===== src/rtl/riscv_ctrl_pkg.sv =====
// Shared encodings for the multicycle RV32I control unit: FSM states, opcodes
// and the datapath select/ALU codes driven toward the datapath.
package riscv_ctrl_pkg;

    typedef enum logic [3:0] {
        S_FETCH    = 4'd0,
        S_DECODE   = 4'd1,
        S_MEMADR   = 4'd2,
        S_MEMREAD  = 4'd3,
        S_MEMWB    = 4'd4,
        S_MEMWRITE = 4'd5,
        S_EXECUTER = 4'd6,
        S_EXECUTEI = 4'd7,
        S_ALUWB    = 4'd8,
        S_BEQ      = 4'd9,
        S_JAL      = 4'd10
    } state_t;

    localparam logic [6:0] OP_LW    = 7'b0000011;
    localparam logic [6:0] OP_SW    = 7'b0100011;
    localparam logic [6:0] OP_RTYPE = 7'b0110011;
    localparam logic [6:0] OP_ITYPE = 7'b0010011;
    localparam logic [6:0] OP_BEQ   = 7'b1100011;
    localparam logic [6:0] OP_JAL   = 7'b1101111;

    localparam logic [2:0] ALU_ADD = 3'b000;
    localparam logic [2:0] ALU_SUB = 3'b001;
    localparam logic [2:0] ALU_AND = 3'b010;
    localparam logic [2:0] ALU_OR  = 3'b011;
    localparam logic [2:0] ALU_SLT = 3'b101;

    localparam logic [1:0] ALUOP_ADD   = 2'b00;
    localparam logic [1:0] ALUOP_SUB   = 2'b01;
    localparam logic [1:0] ALUOP_FUNCT = 2'b10;

    localparam logic [1:0] RES_ALUOUT    = 2'b00;
    localparam logic [1:0] RES_DATA      = 2'b01;
    localparam logic [1:0] RES_ALURESULT = 2'b10;

    localparam logic [1:0] SRCA_PC    = 2'b00;
    localparam logic [1:0] SRCA_OLDPC = 2'b01;
    localparam logic [1:0] SRCA_RD1   = 2'b10;

    localparam logic [1:0] SRCB_RD2  = 2'b00;
    localparam logic [1:0] SRCB_IMM  = 2'b01;
    localparam logic [1:0] SRCB_FOUR = 2'b10;

    localparam logic [1:0] IMM_I = 2'b00;
    localparam logic [1:0] IMM_S = 2'b01;
    localparam logic [1:0] IMM_B = 2'b10;
    localparam logic [1:0] IMM_J = 2'b11;

    function automatic logic [1:0] imm_src_of(input logic [6:0] op);
        case (op)
            OP_SW:   return IMM_S;
            OP_BEQ:  return IMM_B;
            OP_JAL:  return IMM_J;
            default: return IMM_I;
        endcase
    endfunction

endpackage


===== src/rtl/multicycle_control_if.sv =====
// Controller <-> datapath signal bundle. master is the control unit,
// slave is the datapath/instruction-register side.
interface multicycle_control_if;
    logic [6:0] op;
    logic [2:0] funct3;
    logic       funct7b5;
    logic       zero;
    logic       mem_ready;

    logic       pc_write;
    logic       adr_src;
    logic       mem_read;
    logic       mem_write;
    logic       ir_write;
    logic       reg_write;
    logic [1:0] result_src;
    logic [1:0] alu_src_a;
    logic [1:0] alu_src_b;
    logic [2:0] alu_control;
    logic [1:0] imm_src;
    logic       illegal_op;
    logic [3:0] state;

    modport master (
        input  op, funct3, funct7b5, zero, mem_ready,
        output pc_write, adr_src, mem_read, mem_write, ir_write, reg_write,
               result_src, alu_src_a, alu_src_b, alu_control, imm_src,
               illegal_op, state
    );

    modport slave (
        output op, funct3, funct7b5, zero, mem_ready,
        input  pc_write, adr_src, mem_read, mem_write, ir_write, reg_write,
               result_src, alu_src_a, alu_src_b, alu_control, imm_src,
               illegal_op, state
    );
endinterface


===== src/rtl/alu_decoder.sv =====
// Maps the FSM's coarse ALU request plus the instruction funct fields onto
// the ALU operation code.
module alu_decoder
    import riscv_ctrl_pkg::*;
(
    input  logic [1:0] alu_op,
    input  logic [2:0] funct3,
    input  logic       funct7b5,
    input  logic       op5,
    output logic [2:0] alu_control
);

    always_comb begin
        alu_control = ALU_ADD;
        case (alu_op)
            ALUOP_SUB: alu_control = ALU_SUB;
            ALUOP_FUNCT: begin
                case (funct3)
                    // Only register-register ops honour bit30; addi with it set stays add.
                    3'b000:  alu_control = (op5 && funct7b5) ? ALU_SUB : ALU_ADD;
                    3'b010:  alu_control = ALU_SLT;
                    3'b110:  alu_control = ALU_OR;
                    3'b111:  alu_control = ALU_AND;
                    default: alu_control = ALU_ADD;
                endcase
            end
            default: alu_control = ALU_ADD;
        endcase
    end

endmodule


===== src/rtl/multicycle_control.sv =====
// Moore control FSM for the multicycle RV32I core. Outputs decode from the
// state register; only the memory handshake and the beq zero flag gate them.
module multicycle_control
    import riscv_ctrl_pkg::*;
(
    input  logic                 clk,
    input  logic                 rst,
    multicycle_control_if.master ctrl
);

    state_t     state_q;
    state_t     state_d;

    logic       pc_write_c;
    logic       adr_src_c;
    logic       mem_read_c;
    logic       mem_write_c;
    logic       ir_write_c;
    logic       reg_write_c;
    logic [1:0] result_src_c;
    logic [1:0] alu_src_a_c;
    logic [1:0] alu_src_b_c;
    logic [1:0] alu_op_c;
    logic [2:0] alu_control_c;
    logic       illegal_op_c;

    always_ff @(posedge clk) begin
        if (rst) begin
            state_q <= S_FETCH;
        end else begin
            state_q <= state_d;
        end
    end

    always_comb begin
        state_d      = state_q;
        pc_write_c   = 1'b0;
        adr_src_c    = 1'b0;
        mem_read_c   = 1'b0;
        mem_write_c  = 1'b0;
        ir_write_c   = 1'b0;
        reg_write_c  = 1'b0;
        result_src_c = RES_ALUOUT;
        alu_src_a_c  = SRCA_PC;
        alu_src_b_c  = SRCB_RD2;
        alu_op_c     = ALUOP_ADD;
        illegal_op_c = 1'b0;

        case (state_q)
            S_FETCH: begin
                mem_read_c   = 1'b1;
                alu_src_b_c  = SRCB_FOUR;
                result_src_c = RES_ALURESULT;
                if (ctrl.mem_ready) begin
                    ir_write_c = 1'b1;
                    pc_write_c = 1'b1;
                    state_d    = S_DECODE;
                end
            end
            S_DECODE: begin
                // ALU precomputes OldPC+imm so a taken beq has its target ready.
                alu_src_a_c = SRCA_OLDPC;
                alu_src_b_c = SRCB_IMM;
                case (ctrl.op)
                    OP_LW, OP_SW: state_d = S_MEMADR;
                    OP_RTYPE:     state_d = S_EXECUTER;
                    OP_ITYPE:     state_d = S_EXECUTEI;
                    OP_BEQ:       state_d = S_BEQ;
                    OP_JAL:       state_d = S_JAL;
                    default: begin
                        illegal_op_c = 1'b1;
                        state_d      = S_FETCH;
                    end
                endcase
            end
            S_MEMADR: begin
                alu_src_a_c = SRCA_RD1;
                alu_src_b_c = SRCB_IMM;
                state_d     = (ctrl.op == OP_SW) ? S_MEMWRITE : S_MEMREAD;
            end
            S_MEMREAD: begin
                mem_read_c   = 1'b1;
                adr_src_c    = 1'b1;
                result_src_c = RES_ALUOUT;
                if (ctrl.mem_ready) begin
                    state_d = S_MEMWB;
                end
            end
            S_MEMWB: begin
                result_src_c = RES_DATA;
                reg_write_c  = 1'b1;
                state_d      = S_FETCH;
            end
            S_MEMWRITE: begin
                mem_write_c = 1'b1;
                adr_src_c   = 1'b1;
                if (ctrl.mem_ready) begin
                    state_d = S_FETCH;
                end
            end
            S_EXECUTER: begin
                alu_src_a_c = SRCA_RD1;
                alu_src_b_c = SRCB_RD2;
                alu_op_c    = ALUOP_FUNCT;
                state_d     = S_ALUWB;
            end
            S_EXECUTEI: begin
                alu_src_a_c = SRCA_RD1;
                alu_src_b_c = SRCB_IMM;
                alu_op_c    = ALUOP_FUNCT;
                state_d     = S_ALUWB;
            end
            S_ALUWB: begin
                result_src_c = RES_ALUOUT;
                reg_write_c  = 1'b1;
                state_d      = S_FETCH;
            end
            S_BEQ: begin
                alu_src_a_c  = SRCA_RD1;
                alu_src_b_c  = SRCB_RD2;
                alu_op_c     = ALUOP_SUB;
                result_src_c = RES_ALUOUT;
                pc_write_c   = ctrl.zero;
                state_d      = S_FETCH;
            end
            S_JAL: begin
                alu_src_a_c  = SRCA_OLDPC;
                alu_src_b_c  = SRCB_FOUR;
                result_src_c = RES_ALUOUT;
                pc_write_c   = 1'b1;
                state_d      = S_ALUWB;
            end
            default: begin
                state_d = S_FETCH;
            end
        endcase
    end

    alu_decoder u_alu_decoder (
        .alu_op      (alu_op_c),
        .funct3      (ctrl.funct3),
        .funct7b5    (ctrl.funct7b5),
        .op5         (ctrl.op[5]),
        .alu_control (alu_control_c)
    );

    // Reset masks every output immediately, so an in-flight store or writeback dies this cycle.
    assign ctrl.pc_write    = rst ? 1'b0 : pc_write_c;
    assign ctrl.adr_src     = rst ? 1'b0 : adr_src_c;
    assign ctrl.mem_read    = rst ? 1'b0 : mem_read_c;
    assign ctrl.mem_write   = rst ? 1'b0 : mem_write_c;
    assign ctrl.ir_write    = rst ? 1'b0 : ir_write_c;
    assign ctrl.reg_write   = rst ? 1'b0 : reg_write_c;
    assign ctrl.result_src  = rst ? 2'b00 : result_src_c;
    assign ctrl.alu_src_a   = rst ? 2'b00 : alu_src_a_c;
    assign ctrl.alu_src_b   = rst ? 2'b00 : alu_src_b_c;
    assign ctrl.alu_control = rst ? 3'b000 : alu_control_c;
    assign ctrl.imm_src     = rst ? 2'b00 : imm_src_of(ctrl.op);
    assign ctrl.illegal_op  = rst ? 1'b0 : illegal_op_c;
    assign ctrl.state       = rst ? 4'd0 : state_q;

endmodule

===== src/flat_wrapper.sv =====
// flat-port wrapper written by rule: the top's interface ports become plain ports
module multicycle_control_flat import riscv_ctrl_pkg::*;
  (clk, rst, ctrl_op, ctrl_funct3, ctrl_funct7b5, ctrl_zero, ctrl_mem_ready, ctrl_pc_write, ctrl_adr_src, ctrl_mem_read, ctrl_mem_write, ctrl_ir_write, ctrl_reg_write, ctrl_result_src, ctrl_alu_src_a, ctrl_alu_src_b, ctrl_alu_control, ctrl_imm_src, ctrl_illegal_op, ctrl_state);
  multicycle_control_if ctrl_i ();
  input  logic clk;
  input  logic rst;
  input wire logic [$bits(ctrl_i.op)-1:0] ctrl_op;
  input wire logic [$bits(ctrl_i.funct3)-1:0] ctrl_funct3;
  input wire logic [$bits(ctrl_i.funct7b5)-1:0] ctrl_funct7b5;
  input wire logic [$bits(ctrl_i.zero)-1:0] ctrl_zero;
  input wire logic [$bits(ctrl_i.mem_ready)-1:0] ctrl_mem_ready;
  output wire logic [$bits(ctrl_i.pc_write)-1:0] ctrl_pc_write;
  output wire logic [$bits(ctrl_i.adr_src)-1:0] ctrl_adr_src;
  output wire logic [$bits(ctrl_i.mem_read)-1:0] ctrl_mem_read;
  output wire logic [$bits(ctrl_i.mem_write)-1:0] ctrl_mem_write;
  output wire logic [$bits(ctrl_i.ir_write)-1:0] ctrl_ir_write;
  output wire logic [$bits(ctrl_i.reg_write)-1:0] ctrl_reg_write;
  output wire logic [$bits(ctrl_i.result_src)-1:0] ctrl_result_src;
  output wire logic [$bits(ctrl_i.alu_src_a)-1:0] ctrl_alu_src_a;
  output wire logic [$bits(ctrl_i.alu_src_b)-1:0] ctrl_alu_src_b;
  output wire logic [$bits(ctrl_i.alu_control)-1:0] ctrl_alu_control;
  output wire logic [$bits(ctrl_i.imm_src)-1:0] ctrl_imm_src;
  output wire logic [$bits(ctrl_i.illegal_op)-1:0] ctrl_illegal_op;
  output wire logic [$bits(ctrl_i.state)-1:0] ctrl_state;
  assign ctrl_i.op = ctrl_op;
  assign ctrl_i.funct3 = ctrl_funct3;
  assign ctrl_i.funct7b5 = ctrl_funct7b5;
  assign ctrl_i.zero = ctrl_zero;
  assign ctrl_i.mem_ready = ctrl_mem_ready;
  assign ctrl_pc_write = ctrl_i.pc_write;
  assign ctrl_adr_src = ctrl_i.adr_src;
  assign ctrl_mem_read = ctrl_i.mem_read;
  assign ctrl_mem_write = ctrl_i.mem_write;
  assign ctrl_ir_write = ctrl_i.ir_write;
  assign ctrl_reg_write = ctrl_i.reg_write;
  assign ctrl_result_src = ctrl_i.result_src;
  assign ctrl_alu_src_a = ctrl_i.alu_src_a;
  assign ctrl_alu_src_b = ctrl_i.alu_src_b;
  assign ctrl_alu_control = ctrl_i.alu_control;
  assign ctrl_imm_src = ctrl_i.imm_src;
  assign ctrl_illegal_op = ctrl_i.illegal_op;
  assign ctrl_state = ctrl_i.state;
  multicycle_control u_core (.clk(clk), .rst(rst), .ctrl(ctrl_i));
endmodule

===== config.mk =====
export PLATFORM = sky130hd
export DESIGN_NAME = multicycle_control_flat
export DESIGN_NICKNAME = d
export VERILOG_FILES = /design/src/rtl/riscv_ctrl_pkg.sv /design/src/rtl/multicycle_control_if.sv /design/src/rtl/alu_decoder.sv /design/src/rtl/multicycle_control.sv /design/src/flat_wrapper.sv
export SDC_FILE = /design/constraint.sdc
export NUM_CORES = 1
export LEC_CHECK = 0
export CORE_ASPECT_RATIO = 1.2
export CORE_MARGIN = 1.5
export CORE_UTILIZATION = 34
export DETAILED_ROUTE_END_ITERATION = 6
export PLACE_DENSITY = 0.83
export RECOVER_POWER = 50
export SYNTH_ARGS = -nofsm -noshare
export SYNTH_HDL_FRONTEND = slang
export SYNTH_SLANG_ARGS = --single-unit

===== constraint.sdc =====
create_clock -name clk -period 2 [get_ports clk]
set_input_delay 0.4 -clock clk [delete_from_list [all_inputs] [get_ports clk]]
set_output_delay 0.4 -clock clk [all_outputs]
set_load 0.005 [all_outputs]

==> summary.md <==
| Metric | Value |
|---|---|
| Status | `finished with violations` |
| Failing checks | `negative setup slack` |
| Worst VDD drop | `262 µV` |
| Time the worst path needs with I/O delays and setup | `around 2 ns` |
| Library cells used by synthesis | `35` |
| Worst Setup Slack, final | `-0.0470 ns` |
| Final GP Congestion | `slightly above 0.8` |
| Largest regs | `u_core.state_q x4` |
| Number of clock sinks | `4` |
| Global-route wire length before repair | `5240 µm` |
| Port Buffers | `36` |
| CTS tree | `yes` |
| Number of cells traversed by the worst hold path | `4` |
| Syn Std Cell Area | `roughly 660 µm²` |
| Count of hold-fix buffers inserted at cts | `0` |
| Total power of the final layout | `0.357 mW` |
| P per Cell Area | `236 nW/µm²` |
| Sequential Power Share | `a little under a quarter` |
| HP Class | `primary input to register` |
| Horizontal die dimension | `about 43 µm` |
| Portion of total power attributed to combinational logic | `47.4%` |
| Register name with the most flops | `u_core.state_q` |
| DRT Pass-1 Iters | `6` |
| Number of placed instances with taps included | `roughly 190` |
| Antenna violations before repair | `0` |
| Total CTS buffers | `3` |
| Row count | `17` |
| Bufs on Longest Clock Path | `2` |
| Routed met2 length | `between 1500 and 2000 µm` |
| Number of primary I/O pins | `37` |
| Internal | `~0.24 mW` |
| Number of DRC violations after detailed routing | `0` |
| HPWL reported at the end of detailed placement | `~1800 µm` |
| Total leakage power | `about 0.73 nW` |
| # Max-Cap Violations | `0` |
| Total detailed-routing wirelength | `3340 µm` |
| Number of global-route vias before repair | `roughly 1,200` |
| Max-Slew Margin vs Limit | `between 60% and 70%` |
| Via Count | `~1,100` |
| Post-synthesis sequential element count | `4` |
| Final core occ | `a little over 80%` |
| Number of failing setup endpoints in the final timing report | `3` |
| GRT Util Overall | `31.0%` |
| Total number of H-tree levels | `1` |
| Post-synthesis average cell area | `6.33 µm²` |
| Vias per cell | `between 5 and 6` |
| Worst reg2reg path depth | `5` |
| Number of nets in the layout | `approximately 200` |
| Post-Route M1 WL | `approximately 1300 µm` |
| Total gr overflow | `0` |
| Syn Inst Count | `between 100 and 150` |
| Setup clock skew after layout | `~0.0066 ns` |
| Power share of the clock group | `between 20% and 30%` |
| Slew at the pin closest to its max-slew limit | `about 0.48 ns` |
| Iteration-0 DRC count of the detailed router | `34` |
| Category of the worst setup path capture point | `primary output` |
| Sequential area share after synthesis | `roughly an eighth` |
| Skew-Pair Late Insertion Delay | `0.24 ns` |
| Net Sw Power | `0.117 mW` |
| RSZ-0062 raised after global routing | `yes` |
| Share of cells above drive strength 1 | `between 50% and 60%` |
| Initial core utilization | `between 30% and 40%` |
| Filler Cells Inserted | `99` |
| Maximum number of pins on one net before global-route repair | `14` |
| Total of warnings raised by yosys | `0` |
| Final worst-path cycle share | `102%` |
| Vertical extent of the die | `a little over 50 µm` |
| Data required, critical path | `~1.6 ns` |
| Total core area | `1830 µm²` |
| Kind of critical path | `register to primary output` |
| Area growth, synth to finish | `127%` |
| Post-Synthesis Net Count | `between 100 and 150` |
| Largest register FFs | `4` |
| Die footprint | `between 2000 and 2500 µm²` |
| Combined flip-flop and latch cell area | `slightly below 90 µm²` |
| CP Launch Type | `register` |
| Clock edge transition at the registers on the reported setup and hold paths | `0.04 ns` |
| Number of endpoints with negative hold slack in the final report | `0` |
| Final max-slew violation count | `0` |
| Detailed-route wire length per cell | `roughly 17 µm` |
| Post-route non-filler standard cell count | `approximately 200` |
| # diodes | `0` |
| Number of nets with antenna violations after routing | `0` |
| Net Sw Frac | `about 33%` |
| Detailed-routed wire length on met3 | `approximately 170 µm` |
| Worst Path Arrival | `1.65 ns` |
| Total area of multi-input combinational cells | `just under 700 µm²` |
| Highest metal used | `met4` |
| Max Fclk | `0.489 GHz` |
| Peak fanout along the critical path | `3` |
| Root Driver | `sky130_fd_sc_hd__clkbuf_4` |
## layout by cell type, fill, tap and decap left out, drive strengths merged, types with 3 or more instances in the layout
master,n
nand2,9
nor3,5
dfxtp,4
dlygate4sd2,13
clkbuf,11
nand3,6
nor4,4
inv,5
a211oi,3
clkdlybuf4s50,9
nand2b,5
buf,49
nor2b,9
nor2,14
a21oi,4
## through the flow
stage	worst slack, ns	setup TNS [ns]	area (µm²)	hold slack, ns
after detailed placement	-0.548	-6.30	1260	0.608
final	-0.0470	-0.0787	1510	0.583
after global placement	-0.496	-5.90	1260	0.602
after CTS	-0.0471	-0.0471	1460	0.702
after global routing	-0.0737	-0.253	1510	0.634
after floorplan	0.0468	0	671	0.561
## worst paths after layout
kind / slack (ns) / from / to
setup / recovery: -0.05 / u_core.state_q[1]$_SDFFE_PP0P_ / ctrl_alu_control[0]
hold / removal: 0.58 / ctrl_op[4] / u_core.state_q[2]$_SDFFE_PP0P_
setup reg to reg: 0.57 / u_core.state_q[1]$_SDFFE_PP0P_ / u_core.state_q[3]$_SDFFE_PP0P_
hold reg to reg: 0.73 / u_core.state_q[3]$_SDFFE_PP0P_ / u_core.state_q[0]$_SDFFE_PP0P_
## cells in the mapped netlist
| cell | count | area, µm² |
|---|---|---|
| sky130_fd_sc_hd__a211oi_1 | 3 | 22.5 |
| sky130_fd_sc_hd__a21o_1 | 1 | 7.51 |
| sky130_fd_sc_hd__a21oi_1 | 4 | 20.0 |
| sky130_fd_sc_hd__a221oi_2 | 1 | 15.0 |
| sky130_fd_sc_hd__a22oi_1 | 1 | 7.51 |
| sky130_fd_sc_hd__a31oi_1 | 2 | 12.5 |
| sky130_fd_sc_hd__and2_1 | 2 | 12.5 |
| sky130_fd_sc_hd__and3_1 | 1 | 6.26 |
| sky130_fd_sc_hd__buf_2 | 1 | 5.00 |
| sky130_fd_sc_hd__clkbuf_1 | 6 | 22.5 |
| sky130_fd_sc_hd__dfxtp_1 | 4 | 80.1 |
| sky130_fd_sc_hd__ha_1 | 2 | 25.0 |
| sky130_fd_sc_hd__inv_1 | 5 | 18.8 |
| sky130_fd_sc_hd__mux2i_1 | 2 | 20.0 |
| sky130_fd_sc_hd__nand2_1 | 9 | 33.8 |
| sky130_fd_sc_hd__nand2b_1 | 5 | 31.3 |
| sky130_fd_sc_hd__nand3_1 | 6 | 30.0 |
| sky130_fd_sc_hd__nand4b_1 | 1 | 8.76 |
| sky130_fd_sc_hd__nor2_1 | 14 | 52.6 |
| sky130_fd_sc_hd__nor2b_1 | 9 | 56.3 |
| sky130_fd_sc_hd__nor3_1 | 5 | 25.0 |
| sky130_fd_sc_hd__nor3b_1 | 1 | 7.51 |
| sky130_fd_sc_hd__nor4_1 | 4 | 25.0 |
| sky130_fd_sc_hd__o21a_1 | 2 | 15.0 |
| sky130_fd_sc_hd__o21ai_0 | 2 | 10.0 |
| sky130_fd_sc_hd__o221ai_1 | 1 | 8.76 |
| sky130_fd_sc_hd__o22ai_1 | 1 | 6.26 |
| sky130_fd_sc_hd__o31ai_1 | 1 | 7.51 |
| sky130_fd_sc_hd__or2_2 | 1 | 6.26 |
| sky130_fd_sc_hd__or2b_1 | 1 | 7.51 |
| sky130_fd_sc_hd__or3_1 | 1 | 6.26 |
| sky130_fd_sc_hd__or3_2 | 1 | 7.51 |
| sky130_fd_sc_hd__or3b_1 | 1 | 8.76 |
| sky130_fd_sc_hd__xnor2_1 | 2 | 17.5 |
| sky130_fd_sc_hd__xor2_1 | 2 | 17.5 |
## metal layers
| layer | global-route usage, % | vias to the layer above |
|---|---|---|
| li1 | - | 522 |
| met1 | 32.7 | 540 |
| met2 | 60.0 | 56 |
| met3 | 3.53 | 14 |
| met4 | 13.1 | 0 |
| met5 | 0 | - |
## area by class of cell
type	count	area share, %
multi-input combinational	89	45.2
tap	19	1.57
timing repair buffer	82	44.7
clock buffer	3	1.49
sequential	4	5.79
inverter	5	1.24
## worst max-delay path: stages, from the launching register on
cell	delay, ns
sky130_fd_sc_hd__dfxtp_2	0.34
sky130_fd_sc_hd__buf_6	0.11
sky130_fd_sc_hd__nor2b_4	0.15
sky130_fd_sc_hd__nand2_2	0.09
sky130_fd_sc_hd__buf_4	0.14
sky130_fd_sc_hd__buf_4	0.12
sky130_fd_sc_hd__ha_2	0.15
sky130_fd_sc_hd__o21a_1	0.17
sky130_fd_sc_hd__buf_2	0.13
## cells by family after synthesis
family          after synthesis  share of synthesized area [%]
compound gates               19                           20.0
xor+xnor                      4                           5.27
fa+ha+maj                     2                           3.77
buf+inv                      12                           6.97
flops                         4                           12.1
mux                           2                           3.01
simple gates                 62                           49.0
## repair_timing
| action | in CTS | in global routing |
|---|---|---|
| setup endpoints to repair | 22 | 11 |
| pin swaps | 10 | 11 |
| buffers inserted | 13 | 4 |
| resized for setup | 75 | 29 |
## power groups by stage
stage / Clock (mW) / Combinational [mW] / Sequential, mW
after floorplan: 0 / 0.0467 / 0.0840
after global placement: 0 / 0.137 / 0.0836
after detailed placement: 0 / 0.142 / 0.0837
after CTS: 0.102 / 0.153 / 0.0837
after global routing: 0.106 / 0.181 / 0.0827
final: 0.106 / 0.169 / 0.0826
(Power assumes the default switching activity.)
